==> src/rtl/aes_ctrl_pkg.sv <==
// Shared constants and types for the AES core scheduler.
package aes_ctrl_pkg;

    localparam int AES_BLOCK_W = 128;
    localparam int DEF_TIMEOUT = 16;

    typedef enum logic [1:0] {
        IDLE,
        LOAD,
        BUSY,
        DONE
    } sched_state_t;

endpackage

==> src/rtl/aes_rr_arbiter.sv <==
// Combinational round-robin pick: first valid requester at or after last_id+1, wrapping.
module aes_rr_arbiter
    import aes_ctrl_pkg::*;
#(
    parameter int NUM_REQ = 4
) (
    input  logic [NUM_REQ-1:0]         req_valid,
    input  logic [$clog2(NUM_REQ)-1:0] last_id,
    output logic [NUM_REQ-1:0]         grant,
    output logic [$clog2(NUM_REQ)-1:0] grant_id
);

    localparam int ID_W = $clog2(NUM_REQ);

    int              idx;
    logic [ID_W-1:0] sel;

    // Walk candidates from farthest to nearest so the nearest valid one overwrites the rest.
    always_comb begin
        // NOTE: every output gets a default before the loop so no path leaves it unassigned (no latch).
        grant    = '0;
        grant_id = '0;
        idx      = 0;
        sel      = '0;
        for (int k = NUM_REQ; k >= 1; k--) begin
            idx = (int'(last_id) + k) % NUM_REQ;
            sel = ID_W'(idx);
            if (req_valid[sel]) begin
                grant      = '0;
                grant[sel] = 1'b1;
                grant_id   = sel;
            end
        end
    end

endmodule

==> src/rtl/aes_encrypt_sched.sv <==
// Shares one AES-128 core among NUM_REQ requesters: round-robin grant, start pulse,
// key held during the run, tagged response, watchdog against a hung core.
module aes_encrypt_sched
    import aes_ctrl_pkg::*;
#(
    parameter int NUM_REQ = 4,
    parameter int TIMEOUT = DEF_TIMEOUT
) (
    input  logic                                    clk,
    input  logic                                    reset,
    input  logic [NUM_REQ-1:0]                      req_valid,
    input  logic [NUM_REQ-1:0][AES_BLOCK_W-1:0]     req_plain_text,
    input  logic [NUM_REQ-1:0][AES_BLOCK_W-1:0]     req_key,
    output logic [NUM_REQ-1:0]                      req_ready,
    output logic [AES_BLOCK_W-1:0]                  core_plain_text,
    output logic [AES_BLOCK_W-1:0]                  core_key,
    output logic                                    core_new_en,
    input  logic                                    core_ready,
    input  logic [AES_BLOCK_W-1:0]                  core_cipher_text,
    output logic                                    rsp_valid,
    input  logic                                    rsp_ready,
    output logic [$clog2(NUM_REQ)-1:0]              rsp_id,
    output logic [AES_BLOCK_W-1:0]                  rsp_cipher_text,
    output logic                                    rsp_err,
    output logic                                    busy
);

    localparam int ID_W = $clog2(NUM_REQ);
    localparam int WD_W = $clog2(TIMEOUT + 1);
    localparam logic [WD_W-1:0] WD_LAST = WD_W'(TIMEOUT - 1);

    sched_state_t        state, state_next;
    logic [NUM_REQ-1:0]  grant;
    logic [ID_W-1:0]     grant_id, last_id, cur_id;
    logic                seen_low;
    logic [WD_W-1:0]     wdog;
    logic                done_ok, done_tmo;

    aes_rr_arbiter #(.NUM_REQ(NUM_REQ)) u_arb (
        .req_valid (req_valid),
        .last_id   (last_id),
        .grant     (grant),
        .grant_id  (grant_id)
    );

    always_ff @(posedge clk) begin
        // NOTE: reset is synchronous here; it is only sampled on the clock edge.
        if (reset) state <= IDLE;
        else       state <= state_next;
    end

    always_comb begin
        state_next  = state;
        req_ready   = '0;
        core_new_en = 1'b0;
        rsp_valid   = 1'b0;
        done_ok     = 1'b0;
        done_tmo    = 1'b0;
        case (state)
            IDLE: if (|req_valid && core_ready) begin
                req_ready  = grant;
                state_next = LOAD;
            end
            LOAD: begin
                core_new_en = 1'b1;
                state_next  = BUSY;
            end
            // A genuine completion in the last watchdog cycle wins over the timeout.
            BUSY: if (seen_low && core_ready) begin
                done_ok    = 1'b1;
                state_next = DONE;
            end else if (wdog == WD_LAST) begin
                done_tmo   = 1'b1;
                state_next = DONE;
            end
            DONE: begin
                rsp_valid = 1'b1;
                if (rsp_ready) state_next = IDLE;
            end
            default: state_next = IDLE;
        endcase
    end

    assign busy = (state != IDLE);

    always_ff @(posedge clk) begin
        if (reset) begin
            last_id         <= ID_W'(NUM_REQ - 1);
            cur_id          <= '0;
            core_plain_text <= '0;
            core_key        <= '0;
            seen_low        <= 1'b0;
            wdog            <= '0;
            rsp_id          <= '0;
            rsp_cipher_text <= '0;
            rsp_err         <= 1'b0;
        end else begin
            // NOTE: sequential state uses non-blocking assignments so every register sees pre-edge values.
            if (state == IDLE && state_next == LOAD) begin
                core_plain_text <= req_plain_text[grant_id];
                core_key        <= req_key[grant_id];
                cur_id          <= grant_id;
            end
            if (state == LOAD) begin
                last_id  <= cur_id;
                seen_low <= 1'b0;
                wdog     <= '0;
            end
            if (state == BUSY) begin
                if (!core_ready)     seen_low <= 1'b1;
                if (wdog != WD_LAST) wdog     <= wdog + 1'b1;
            end
            if (done_ok || done_tmo) begin
                rsp_id          <= cur_id;
                rsp_cipher_text <= done_ok ? core_cipher_text : '0;
                rsp_err         <= done_tmo;
            end
        end
    end

endmodule

==> config.mk <==
export PLATFORM = sky130hd
export DESIGN_NAME = aes_encrypt_sched
export DESIGN_NICKNAME = d
export VERILOG_FILES = /design/src/rtl/aes_ctrl_pkg.sv /design/src/rtl/aes_rr_arbiter.sv /design/src/rtl/aes_encrypt_sched.sv
export SDC_FILE = /design/constraint.sdc
export NUM_CORES = 1
export LEC_CHECK = 0
export ABC_AREA = 1
export CORE_AREA = 2 2 603 605
export DETAILED_ROUTE_END_ITERATION = 7
export DIE_AREA = 0 0 605 607
export HOLD_SLACK_MARGIN = 0.06
export SKIP_CTS_REPAIR_TIMING = 1
export SYNTH_ARGS = -nofsm -noshare
export SYNTH_HDL_FRONTEND = slang
export SYNTH_SLANG_ARGS = --single-unit
==> constraint.sdc <==
create_clock -name clk -period 2.32 [get_ports clk]
set_clock_uncertainty 0.1 [all_clocks]
set_input_delay 0.232 -clock clk [delete_from_list [all_inputs] [get_ports clk]]
set_output_delay 0.232 -clock clk [all_outputs]
set_load 0.02 [all_outputs]
==> metrics.md <==
| Metric | Value |
|---|---|
| Placed cell count | `~11000` |
| Final worst slack | `-497 ps` |
| H-tree level count | `3` |
| Die Y | `607 um` |
| Period utilization | `1.21` |
| Synth top area share | `0.316` |
| Net count after synthesis | `between 5000 and 6000` |
| Lkg Pwr | `around 23 nW` |
| Relative slew margins | `0.421` |
| GPL Wtd Cong | `around 0.95` |
| Initial core utilization | `0.0700` |
| Die area | `367000 sq um` |
| Syn avg cell area | `5.59 sq um` |
| CP Max Fanout | `4` |
| Drt initial violations | `4090` |
| Syn Inst Count | `~4500` |
| TritonCTS Buffers | `70` |
| Final Net Count | `about 7500` |
| Fin crit period | `2820 ps` |
| Post-route cell area | `roughly 54000 sq um` |
| Least-Margin Pin Slew | `just under 900 ps` |
| Yosys top cell by area | `dfxtp_1` |
| Startpoint Class | `flop` |
| Yosys warnings | `0` |
| Port buffer count | `~1600` |
| Number of synthesized flops with an enable pin | `0` |
| Max Fclk | `about 360 MHz` |
| Failing checks | `setup timing` |
| Slew Viols, Final | `0` |
| Die width | `just over 600 um` |
| Total GRT Usage | `0.158` |
| Num rows | `~220` |
| Reg clk slew, reported paths | `50 ps` |
| Arrival time of the worst setup path | `roughly 2500 ps` |
| Area Overhead vs Synth | `113%` |
| Critical path class | `flop to output port` |
| DRC | `0` |
| Met2 WL | `137000 um` |
| Status | `complete, but fails checks` |
| IO Pins | `between 1500 and 2000` |
| Area of placed instances | `around 49000 sq um` |
| Max Used Layer | `met5` |
| RSZ-0062 raised after global routing | `yes` |
| Wirelength per Cell | `about 27 um` |
| Vias per cell | `approximately 3.4` |
| Setup-failing EPs final | `slightly above 300` |
| CORE AREA | `361000 sq um` |
| Global-route wire length before repair | `about 370000 um` |
| Share of post-route cells with drive strength above 1 | `0.0809` |
| PwrDens | `roughly 660 nW/um^2` |
| CP Capture Type | `output port` |
| Root Buffer | `clkbuf_16` |
| Ys async rst share | `0` |
| Max cap viols | `0` |
| Worst hold path type | `primary input to flop` |
| Sequential area share after synthesis | `0.316` |
| HPWL Detailed | `between 200000 and 300000 um` |
| Final setup TNS | `-69830 ps` |
| Met1 Wirelength | `between 100000 and 150000 um` |
| Synth cell types | `26` |
| Clock sink count | `approximately 400` |
| Peak VDD IR | `approximately 0.00048 V` |
| Top cells by count, synth | `nand2_1 (1306), nand3_1 (863), inv_1 (765), nor2_1 (576), dfxtp_1 (399)` |
| Via Count | `38895` |
| Top cells by area, synth | `dfxtp_1 (32%), nand2_1 (19%), nand3_1 (17%)` |
| Number of global-route vias before repair | `approximately 34000` |
| Final antenna-violating net count | `0` |
| Drt pass-1 iters | `8` |
| Clock Path Buffers | `4` |
| Layout Cells excl Fill | `around 11000` |
| CTS tree | `done` |
| Metal3 WL | `45600 um` |
| WL final | `roughly 300000 um` |
| Worst path required time | `1990 ps` |
| Synthesized flop and latch total | `between 300 and 400` |
| Most common cell in the synthesized netlist | `nand2_1` |
| Worst hold slack | `50.9 ps` |
| Clk_lat worst skew | `~730 ps` |
| Initial antenna violation count | `approximately 320` |
| Global route overflow | `0` |
| Final hold viol count | `0` |
| Largest net degree at the start of global routing | `68` |
| Syn Std Cell Area | `between 20000 and 30000 sq um` |
| Main synth FF type | `dfxtp_1` |
==> worst max-delay path, stage by stage, from the launching register on <==
cell and delay (ps):
dfxtp_2 320, inv_2 50, ha_4 260, inv_4 60, nand3_2 70, nand2_2 110
nand2_2 70, buf_6 120, o211ai_1 150, o211ai_1 140, a21oi_2 200, buf_12 170
==> worst paths after layout <==
| kind | from | to | slack (ps) | depth (start not counted) |
|---|---|---|---|---|
| setup reg to reg | last_id[0] | core_plain_text[16] | -390 | 16 |
| setup / recovery | last_id[1] | req_ready[1] | -500 | 11 |
| hold reg to reg | rsp_cipher_text[95] | rsp_cipher_text[95] | 360 | 2 |
| hold / removal | req_key[345] | core_key[89] | 50 | 5 |
==> cells by family (layout without fill, tap and decap cells) <==
group / Yosys count / count (layout) / synth area share
XOR/XNOR: 1 / 1 / 0.000347
other: 0 / 68 / 0
flip-flops: 399 / 399 / 0.316
adder cells (fa/ha/maj): 9 / 9 / 0.00446
AO/OA/AOI/OAI: 269 / 269 / 0.0549
buffers and inverters: 1083 / 2997 / 0.171
AND/OR/NAND/NOR: 2753 / 2753 / 0.453
==> layer usage <==
layer  track usage  vias up
met5        0.0135        -
met4        0.0662      138
met3        0.0974      878
met2         0.253     2576
met1         0.164    17751
li1              -    17552
==> sequential cells by signal (all words and copies together), names as in the netlist <==
signal	flops
rsp_cipher_text	128
rsp_id	2
seen_low	1
core_plain_text	128
state	2
rsp_err	1
last_id	2
wdog	5
core_key	128
cur_id	2
==> layout by cell type, fill, tap and decap left out, types with 85 or more instances in the layout <==
| cell type | netlist | final |
|---|---|---|
| nor2_1 | 576 | 574 |
| buf_4 | 24 | 264 |
| a21oi_1 | 248 | 238 |
| dfxtp_1 | 399 | 397 |
| nand2_1 | 1306 | 1299 |
| clkdlybuf4s50_1 | 0 | 1495 |
| buf_12 | 0 | 85 |
| dlygate4sd3_1 | 0 | 245 |
| nand3_1 | 863 | 860 |
| inv_1 | 765 | 759 |
==> through the flow <==
step	setup slack (ps)	total power, mW	util
2_1_floorplan	7.41	14.8	-
3_3_place_gp	-572	23.6	0.135
3_5_place_dp	-571	23.7	0.135
4_1_cts	-903	35.3	0.141
5_1_grt	-624	37.2	0.149
6_report	-497	35.4	0.149
==> power by group <==
| part | leakage, nW | switching [mW] | internal (mW) |
|---|---|---|---|
| Sequential | 3.27 | 0.457 | 7.54 |
| Combinational | 18.9 | 9.26 | 6.85 |
| Clock | 1.16 | 4.52 | 6.79 |
| Total | 23.3 | 14.2 | 21.2 |
==> final cells by class <==
type,count,area [sq um]
inverter,771,2920
sequential,399,7990
timing repair buffer,2105,21400
clock buffer,95,2030
antenna,68,170
tap,4794,6000
multi-input combinational,3032,13100
clock inverter,26,312
fill,41498,307000
No activity file was read; power rests on OpenSTA's default activity.
